$ cat src/rtl/time_set_ctrl_if.sv
// time_set_ctrl_if: front-panel buttons, counter snapshot and edit/commit outputs
interface time_set_ctrl_if;
  logic        butt_increase;
  logic        butt_decrease;
  logic        butt_change;
  logic        sw_mode;
  logic [23:0] cur_time;
  logic [31:0] cur_date;
  logic        set_active;
  logic        load_time;
  logic        load_date;
  logic [23:0] new_time;
  logic [31:0] new_date;
  logic [7:0]  blink_mask;
  modport slave (
    input  butt_increase, butt_decrease, butt_change, sw_mode, cur_time, cur_date,
    output set_active, load_time, load_date, new_time, new_date, blink_mask
  );
  modport master (
    output butt_increase, butt_decrease, butt_change, sw_mode, cur_time, cur_date,
    input  set_active, load_time, load_date, new_time, new_date, blink_mask
  );
endinterface

$ cat src/rtl/time_set_ctrl.sv
// time_set_ctrl: debounced front-panel editor producing BCD time/date reload strobes and blink mask
module time_set_ctrl #(
  parameter int DEBOUNCE_CYCLES = 1_000_000,
  parameter int DB_W            = 20,
  parameter int BLINK_CYCLES    = 12_500_000,
  parameter int BLINK_W         = 24
) (
  input logic            clk,
  input logic            rst,
  time_set_ctrl_if.slave bus
);
  typedef enum logic [2:0] {IDLE, E_HOUR, E_MIN, E_SEC, E_DAY, E_MONTH, E_YEAR, COMMIT} state_t;
  state_t              state_q, state_d;
  logic [2:0]          s1_q, s2_q, lvl_q, lvl_d, press_q, press_d;
  logic [DB_W-1:0]     cnt_q [3];
  logic [DB_W-1:0]     cnt_d [3];
  logic [23:0]         t_q, t_d;
  logic [31:0]         d_q, d_d;
  logic                date_q, date_d, mode_q;
  logic [BLINK_W-1:0]  bc_q, bc_d;
  logic                ph_q, ph_d;
  logic                inc, dec, chg, step, abort, entry, wrap;
  logic [7:0]          lim, field;

  function automatic logic [7:0] step2(logic [7:0] v, logic u, logic [7:0] lo, logic [7:0] hi);
    if (u) return v == hi ? lo : v[3:0] == 4'h9 ? {v[7:4] + 4'h1, 4'h0} : v + 8'h01;
    return v == lo ? hi : v[3:0] == 4'h0 ? {v[7:4] - 4'h1, 4'h9} : v - 8'h01;
  endfunction

  function automatic logic [15:0] step_year(logic [15:0] y, logic u);
    logic [15:0] r;
    logic        c;
    r = y;
    c = 1'b1;
    for (int i = 0; i < 4; i++) begin
      if (c) r[4*i+:4] = u ? (y[4*i+:4] == 4'h9 ? 4'h0 : y[4*i+:4] + 4'h1)
                           : (y[4*i+:4] == 4'h0 ? 4'h9 : y[4*i+:4] - 4'h1);
      c = c & (u ? y[4*i+:4] == 4'h9 : y[4*i+:4] == 4'h0);
    end
    return r;
  endfunction

  // BCD divisible-by-4: (10*tens + ones) mod 4 == (2*tens + ones) mod 4
  function automatic logic div4(logic [7:0] b);
    return (b[1:0] + {b[4], 1'b0}) == 2'b00;
  endfunction

  function automatic logic [7:0] dmax(logic [7:0] m, logic [15:0] y);
    logic leap;
    leap = y[7:0] == 8'h00 ? div4(y[15:8]) : div4(y[7:0]);
    return m == 8'h02 ? (leap ? 8'h29 : 8'h28) :
           (m == 8'h04 || m == 8'h06 || m == 8'h09 || m == 8'h11) ? 8'h30 : 8'h31;
  endfunction

  assign {inc, dec, chg} = press_q;
  assign step  = inc ^ dec;
  assign abort = state_q != IDLE && bus.sw_mode != mode_q;
  assign wrap  = bc_q == BLINK_W'(BLINK_CYCLES - 1);

  always_comb begin
    for (int i = 0; i < 3; i++) begin
      cnt_d[i] = s2_q[i] == lvl_q[i] ? '0 : cnt_q[i] + DB_W'(1);
      lvl_d[i] = cnt_d[i] == DB_W'(DEBOUNCE_CYCLES) ? s2_q[i] : lvl_q[i];
      cnt_d[i] = lvl_d[i] != lvl_q[i] ? '0 : cnt_d[i];
    end
    press_d = lvl_q & ~lvl_d;
    state_d = state_q;
    t_d     = t_q;
    d_d     = d_q;
    date_d  = date_q;
    if (abort) state_d = IDLE;
    else case (state_q)
      IDLE: if (chg) begin
        t_d     = bus.cur_time;
        d_d     = bus.cur_date;
        date_d  = bus.sw_mode;
        state_d = bus.sw_mode ? E_DAY : E_HOUR;
      end
      E_HOUR:  if (chg) state_d = E_MIN;   else if (step) t_d[23:16] = step2(t_q[23:16], inc, 8'h00, 8'h23);
      E_MIN:   if (chg) state_d = E_SEC;   else if (step) t_d[15:8]  = step2(t_q[15:8], inc, 8'h00, 8'h59);
      E_SEC:   if (chg) state_d = COMMIT;  else if (step) t_d[7:0]   = step2(t_q[7:0], inc, 8'h00, 8'h59);
      E_DAY:   if (chg) state_d = E_MONTH; else if (step) d_d[31:24] = step2(d_q[31:24], inc, 8'h01, dmax(d_q[23:16], d_q[15:0]));
      E_MONTH: if (chg) state_d = E_YEAR;  else if (step) d_d[23:16] = step2(d_q[23:16], inc, 8'h01, 8'h12);
      E_YEAR:  if (chg) state_d = COMMIT;  else if (step) d_d[15:0]  = step_year(d_q[15:0], inc);
      default: state_d = IDLE;
    endcase
    lim = dmax(d_d[23:16], d_d[15:0]);
    if ((state_q == E_MONTH || state_q == E_YEAR) && d_d[31:24] > lim) d_d[31:24] = lim;
    entry = state_d != state_q && state_d inside {E_HOUR, E_MIN, E_SEC, E_DAY, E_MONTH, E_YEAR};
    bc_d  = entry ? '0 : state_q == IDLE ? bc_q : wrap ? '0 : bc_q + BLINK_W'(1);
    ph_d  = entry ? 1'b1 : (state_q != IDLE && wrap) ? ~ph_q : ph_q;
  end

  assign field = (state_q == E_HOUR || state_q == E_DAY)  ? 8'hC0 :
                 (state_q == E_MIN  || state_q == E_MONTH) ? 8'h30 :
                 state_q == E_SEC ? 8'h0C : state_q == E_YEAR ? 8'h0F : 8'h00;
  assign bus.set_active = state_q != IDLE;
  assign bus.load_time  = state_q == COMMIT && !date_q && !abort;
  assign bus.load_date  = state_q == COMMIT && date_q && !abort;
  assign bus.new_time   = t_q;
  assign bus.new_date   = d_q;
  assign bus.blink_mask = field & {8{ph_q}};

  always_ff @(posedge clk or posedge rst) begin
    if (rst) begin
      state_q <= IDLE;
      s1_q    <= '1;
      s2_q    <= '1;
      lvl_q   <= '1;
      press_q <= '0;
      for (int i = 0; i < 3; i++) cnt_q[i] <= '0;
      t_q     <= '0;
      d_q     <= '0;
      date_q  <= 1'b0;
      mode_q  <= 1'b0;
      bc_q    <= '0;
      ph_q    <= 1'b0;
    end else begin
      state_q <= state_d;
      s1_q    <= {bus.butt_increase, bus.butt_decrease, bus.butt_change};
      s2_q    <= s1_q;
      lvl_q   <= lvl_d;
      press_q <= press_d;
      for (int i = 0; i < 3; i++) cnt_q[i] <= cnt_d[i];
      t_q     <= t_d;
      d_q     <= d_d;
      date_q  <= date_d;
      mode_q  <= bus.sw_mode;
      bc_q    <= bc_d;
      ph_q    <= ph_d;
    end
  end
endmodule

$ cat src/flat_wrapper.sv
// flat-port wrapper written by rule: the top's interface ports become plain ports
module time_set_ctrl_flat 
#(
  parameter int DEBOUNCE_CYCLES = 1_000_000,
  parameter int DB_W            = 20,
  parameter int BLINK_CYCLES    = 12_500_000,
  parameter int BLINK_W         = 24
)
  (clk, rst, bus_butt_increase, bus_butt_decrease, bus_butt_change, bus_sw_mode, bus_cur_time, bus_cur_date, bus_set_active, bus_load_time, bus_load_date, bus_new_time, bus_new_date, bus_blink_mask);
  time_set_ctrl_if bus_i ();
  input logic clk;
  input logic rst;
  input wire logic [$bits(bus_i.butt_increase)-1:0] bus_butt_increase;
  input wire logic [$bits(bus_i.butt_decrease)-1:0] bus_butt_decrease;
  input wire logic [$bits(bus_i.butt_change)-1:0] bus_butt_change;
  input wire logic [$bits(bus_i.sw_mode)-1:0] bus_sw_mode;
  input wire logic [$bits(bus_i.cur_time)-1:0] bus_cur_time;
  input wire logic [$bits(bus_i.cur_date)-1:0] bus_cur_date;
  output wire logic [$bits(bus_i.set_active)-1:0] bus_set_active;
  output wire logic [$bits(bus_i.load_time)-1:0] bus_load_time;
  output wire logic [$bits(bus_i.load_date)-1:0] bus_load_date;
  output wire logic [$bits(bus_i.new_time)-1:0] bus_new_time;
  output wire logic [$bits(bus_i.new_date)-1:0] bus_new_date;
  output wire logic [$bits(bus_i.blink_mask)-1:0] bus_blink_mask;
  assign bus_i.butt_increase = bus_butt_increase;
  assign bus_i.butt_decrease = bus_butt_decrease;
  assign bus_i.butt_change = bus_butt_change;
  assign bus_i.sw_mode = bus_sw_mode;
  assign bus_i.cur_time = bus_cur_time;
  assign bus_i.cur_date = bus_cur_date;
  assign bus_set_active = bus_i.set_active;
  assign bus_load_time = bus_i.load_time;
  assign bus_load_date = bus_i.load_date;
  assign bus_new_time = bus_i.new_time;
  assign bus_new_date = bus_i.new_date;
  assign bus_blink_mask = bus_i.blink_mask;
  time_set_ctrl #(.DEBOUNCE_CYCLES(DEBOUNCE_CYCLES), .DB_W(DB_W), .BLINK_CYCLES(BLINK_CYCLES), .BLINK_W(BLINK_W)) u_core (.clk(clk), .rst(rst), .bus(bus_i));
endmodule
$ cat config.mk
export PLATFORM = sky130hd
export DESIGN_NAME = time_set_ctrl_flat
export DESIGN_NICKNAME = d
export VERILOG_FILES = /design/src/rtl/time_set_ctrl_if.sv /design/src/rtl/time_set_ctrl.sv /design/src/flat_wrapper.sv
export SDC_FILE = /design/constraint.sdc
export NUM_CORES = 1
export LEC_CHECK = 0
export CORE_MARGIN = 4
export CORE_UTILIZATION = 58
export CTS_CLUSTER_DIAMETER = 40
export CTS_CLUSTER_SIZE = 8
export DETAILED_ROUTE_END_ITERATION = 6
export GPL_TIMING_DRIVEN = 0
export PLACE_DENSITY = 0.82
export SYNTH_ARGS = -nofsm -noshare
export SYNTH_HDL_FRONTEND = slang
export SYNTH_SLANG_ARGS = --single-unit
export TNS_END_PERCENT = 10
$ cat constraint.sdc
create_clock -name clk -period 7.4 [get_ports clk]
set_input_delay 1.48 -clock clk [delete_from_list [all_inputs] [get_ports clk]]
set_output_delay 1.48 -clock clk [all_outputs]
set_load 0.01 [all_outputs]
==> impl_metrics.py, run 1 <==
metrics = {
    "run_status": {
        "status": "finished, final reports clean",
    },
    "pwr": {
        "clock_power_share_pct": 45.8,
        "power_density_mw_per_mm2": 135.6,
        "design_power_total_uw": 1941,
        "switchingPower_uw": 508.3,
        "vdd_ir_drop_max_v": 0.0001454,
        "switching_share_pct": 26.19,
        "p_int_uw": 1433,
        "combPwrFrac_pct": 8.0,
        "p_seq_share_pct": 46.3,
        "p_leak_uw": 0.005655,
    },
    "route": {
        "finalWirelength_mm": 34.95,
        "drc": 0,
        "via_per_inst": 6.257,
        "vias": 12080,
        "drt_iter0_markers": 1204,
        "ant_nets": 0,
        "drt-pass1-iter-count": 6,
        "routedWlPerCell_um": 18.10,
    },
    "finish": {
        "diodes": 0,
        "drive_gt1_share_pct": 5.479,
        "design_area_mm2": 0.01431,
        "nets": 1760,
        "regArea_mm2": 0.003965,
        "multi_input_area_mm2": 0.007574,
        "area_delta_synth_final_pct": 18.48,
        "fill_cells": 1658,
    },
    "synthesis": {
        "ys_seq_area_share_pct": 32.82,
        "ys_async_sr_fraction_pct": 100.0,
        "post-synth-top-area-cell": "dfrtp_1",
        "synth_compound_area_share_pct": 20.96,
        "synthAdderAreaFrac_pct": 5.344,
        "synthFlopType": "dfrtp_1",
        "synth_top_family_by_area": "simple AND/OR/NAND/NOR gates",
        "synth-seq-cells": 158,
        "synth-xor-area-share_pct": 6.960,
        "yosys_warnings": 0,
        "synth-edff-count": 0,
        "synth_nets": 1612,
        "synthMuxAreaShare_pct": 2.589,
        "syn_inst": 1500,
        "avgSynthCellArea_um2": 8.054,
        "synthTopCellsByArea": "dfrtp_1 (31%), nor2_1 (5.6%), ha_1 (5.2%)",
        "netlist.area_leader.share_pct": 30.86,
        "synth_area_mm2": 0.01208,
        "synth_cell_types": 88,
        "synth_simple_gate_area_share_pct": 26.84,
    },
    "sta": {
        "finalMaxSlewViolations": 0,
        "finalSetupViolCount": 0,
        "slew_headroom_pct": 10.60,
        "fmaxAchievable_ghz": 0.1638,
        "rsz0062_at_grt": "false",
        "worst_slew_pin_slew_ns": 1.324,
        "skew_ns": 0.01022,
        "finalSetupTns_ns": 0,
        "min_period_over_period_pct": 82.50,
        "hold_viol": 0,
        "setup_ws_ns": 1.295,
        "fin_crit_ns": 6.105,
        "hold_ws_ns": 0.3564,
    },
    "worst_setup_path": {
        "rr_worst_depth": 15,
        "critPathMaxStageDelay_ns": 0.64,
        "cp_cell_sequence": "clkdlybuf4s50_1 -> xor2_1 -> clkbuf_1 -> o21ai_0 -> o21ai_0 -> o211ai_1 -> xor2_1 -> o2111ai_1 -> a2111oi_2 -> nor3_1 -> ha_1 -> a32o_1 -> o2111ai_1 -> a21oi_1 -> mux2_2",
        "cp_max_fo": 10,
        "end_kind": "flip-flop",
        "worstPathArrival_ns": 6.42,
        "crit_slowest_cell": "clkdlybuf4s50_1",
        "required_ns": 7.71,
        "crit_buf_inv": 2,
        "cp_top_family": "compound AO/OA/AOI/OAI gates",
        "crit_type": "primary input to flip-flop",
        "crit_path_start_kind": "primary input",
        "path_depth": 15,
    },
    "grt": {
        "grt_start_max_net_pins": 94,
        "antenna_found_initial": 0,
        "grt_use_total_pct": 29.34,
        "grt_pass1_wl_mm": 57.42,
        "overflow": 0,
        "grt_pass1_vias": 11420,
    },
    "floorplan": {
        "pin_count": 129,
        "design.die.area_mm2": 0.02320,
        "core-area_mm2": 0.02036,
        "fp.dieH_um": 152.3,
        "initial_utilization_pct": 59.32,
        "dieWidth_um": 152.3,
        "rows": 52,
    },
    "clocking": {
        "cts_tree": "built",
        "cts_resized": 0,
        "insertion_delay_ns": 0.43,
        "postCtsSetupBuffers": 0,
        "cts-root-buf": "clkbuf_16",
        "cts_sinks": 158,
        "ctsLongestPathBuffers": 2,
        "cts_hold_buf": 0,
        "htreeDepth": 4,
        "clkSlewWorstSetupHoldPaths_ns": 0.07,
        "cts-buffers-inserted": 17,
    },
    "placement": {
        "dp_hpwl_mm": 25.56,
        "dpl_cell_area_mm2": 0.01373,
        "place.gp.congestion": 0.9995,
        "pre_cts_ws_ns": 1.060,
        "io_buffers": 128,
    },
    "run": {
        "cap_violations": 0,
    },
    "worst_hold_path": {
        "whs_path_depth": 0,
        "hold_path.class": "flip-flop to flip-flop",
    },
}
[power by group through the flow]
stage          clock network [uW]  registers [uW]  logic, uW
3_5_place_dp                    0             914        155
5_1_grt                       936             900        174
4_1_cts                       895             898        156
3_3_place_gp                    0             913        152
6_report                      888             898        155
2_1_floorplan                   0             911       85.4
[worst register-to-register path, delay by kind of cell (launching register included)]
kind	cells	cell delay, ns
simple gates	1	0.10
mux	1	0.39
compound gates	4	1.41
fa+ha+maj	1	0.31
flops	1	0.32
buf+inv	8	3.04
[synthesized netlist by cell type, types with 8 or more instances]
| cell type | count |
|---|---|
| a21oi_1 | 89 |
| nand3_1 | 64 |
| a31oi_1 | 22 |
| mux2i_1 | 20 |
| inv_1 | 51 |
| and2_1 | 17 |
| mux2_2 | 10 |
| and3_1 | 19 |
| nor2b_1 | 19 |
| o21ai_0 | 105 |
| dfrtp_1 | 149 |
| buf_2 | 8 |
| dfstp_2 | 9 |
| xor2_1 | 52 |
| nand4_1 | 31 |
| nand2b_1 | 23 |
| a221o_1 | 9 |
| or2_2 | 9 |
| o21a_1 | 8 |
| a21boi_0 | 8 |
| nor4_1 | 13 |
| o211ai_1 | 13 |
| nand2_1 | 148 |
| nor3b_1 | 17 |
| xnor2_1 | 44 |
| a22oi_1 | 11 |
| o31ai_1 | 11 |
| a211oi_1 | 18 |
| nor2_1 | 179 |
| ha_1 | 50 |
| nand3b_1 | 11 |
| clkbuf_1 | 65 |
| nor3_1 | 44 |
[metal layers]
metal  share of wire [%]  wire length [um]  vias up  track usage, %
met4                 3.6              1263        0           12.16
li1                    -                 -     5727               -
met2                  46             16010      577           46.25
met1                  42             14560     5677           39.95
met3                 8.9              3117      102           5.425
met5                   0                 0        -               0
[cell type report]
type                       instances  area share [%]
buffer                            83           2.404
clock buffer                      18           2.999
clock inverter                    14           1.040
inverter                          52           1.434
multi-input combinational       1207           52.92
sequential                       158           27.70
tap                              270           2.360
timing repair buffer             129           9.144
[state kept, by name (all words and copies together) (netlist names)]
signal               flops
u_core.press_q           3
u_core.mode_q            1
u_core.ph_q              1
u_core.s2_q              3
u_core.s1_q              3
u_core.date_q            1
u_core.bus.new_time     24
u_core.state_q           3
u_core.lvl_q             3
u_core.cnt_q            60
u_core.bus.new_date     32
u_core.bc_q             24
[layout by cell type (no fill, tap or decap), types with 44 or more instances in the layout]
| cell | count |
|---|---|
| nor2_1 | 179 |
| dfrtp_1 | 149 |
| a21oi_1 | 89 |
| o21ai_0 | 105 |
| clkbuf_1 | 66 |
| nand2_1 | 148 |
| xor2_1 | 52 |
| nand3_1 | 64 |
| ha_1 | 50 |
| clkdlybuf4s50_1 | 128 |
| xnor2_1 | 44 |
| inv_1 | 50 |
| nor3_1 | 44 |
[logic make-up after synthesis]
group | Yosys count
and+or+nand+nor | 644
muxes | 30
adders and majority gates | 52
xor gates and xnor gates | 96
AOI/OAI and AO/OA | 385
DFF | 158
buffers and inverters | 135
[worst paths after layout]
check                                        from  slack (ns)                      end
worst min register to register     u_core.s1_q[0]        0.36           u_core.s2_q[0]
worst max-delay path                  bus_sw_mode        1.30  u_core.bus.new_date[28]
max in group asynchronous                     rst        5.05  u_core.bus.new_time[22]
min in group asynchronous                     rst        1.49         u_core.cnt_q[56]
worst max register to register  u_core.press_q[2]        1.72  u_core.bus.new_date[28]
worst min-delay path               u_core.s1_q[0]        0.36           u_core.s2_q[0]
[per-stage QoR]
step	cells	util, %
CTS	1931	70.28
floorplan	1500	-
finish	1931	70.28
global placement	1898	67.27
global route	1931	70.28
detailed placement	1899	67.44
(Power assumes the default switching activity.)
==> run 2: changes to the inputs <==
- clock period: 7.4 -> 6.22 ns (I/O delays scaled with it)
==> results of run 2 <==
Same layout as run 1 (identical final DEF). Status: finished, final reports clean.
Among the figures that moved: setup slack after placement 1.060 ns -> 0.1157 ns; setup slack after layout 1.295 ns -> 0.3511 ns; register-to-register setup slack 1.72 ns -> 0.54 ns; total power 1941 uW -> 2310 uW; worst IR drop on VDD 0.0001454 V -> 0.0001729 V
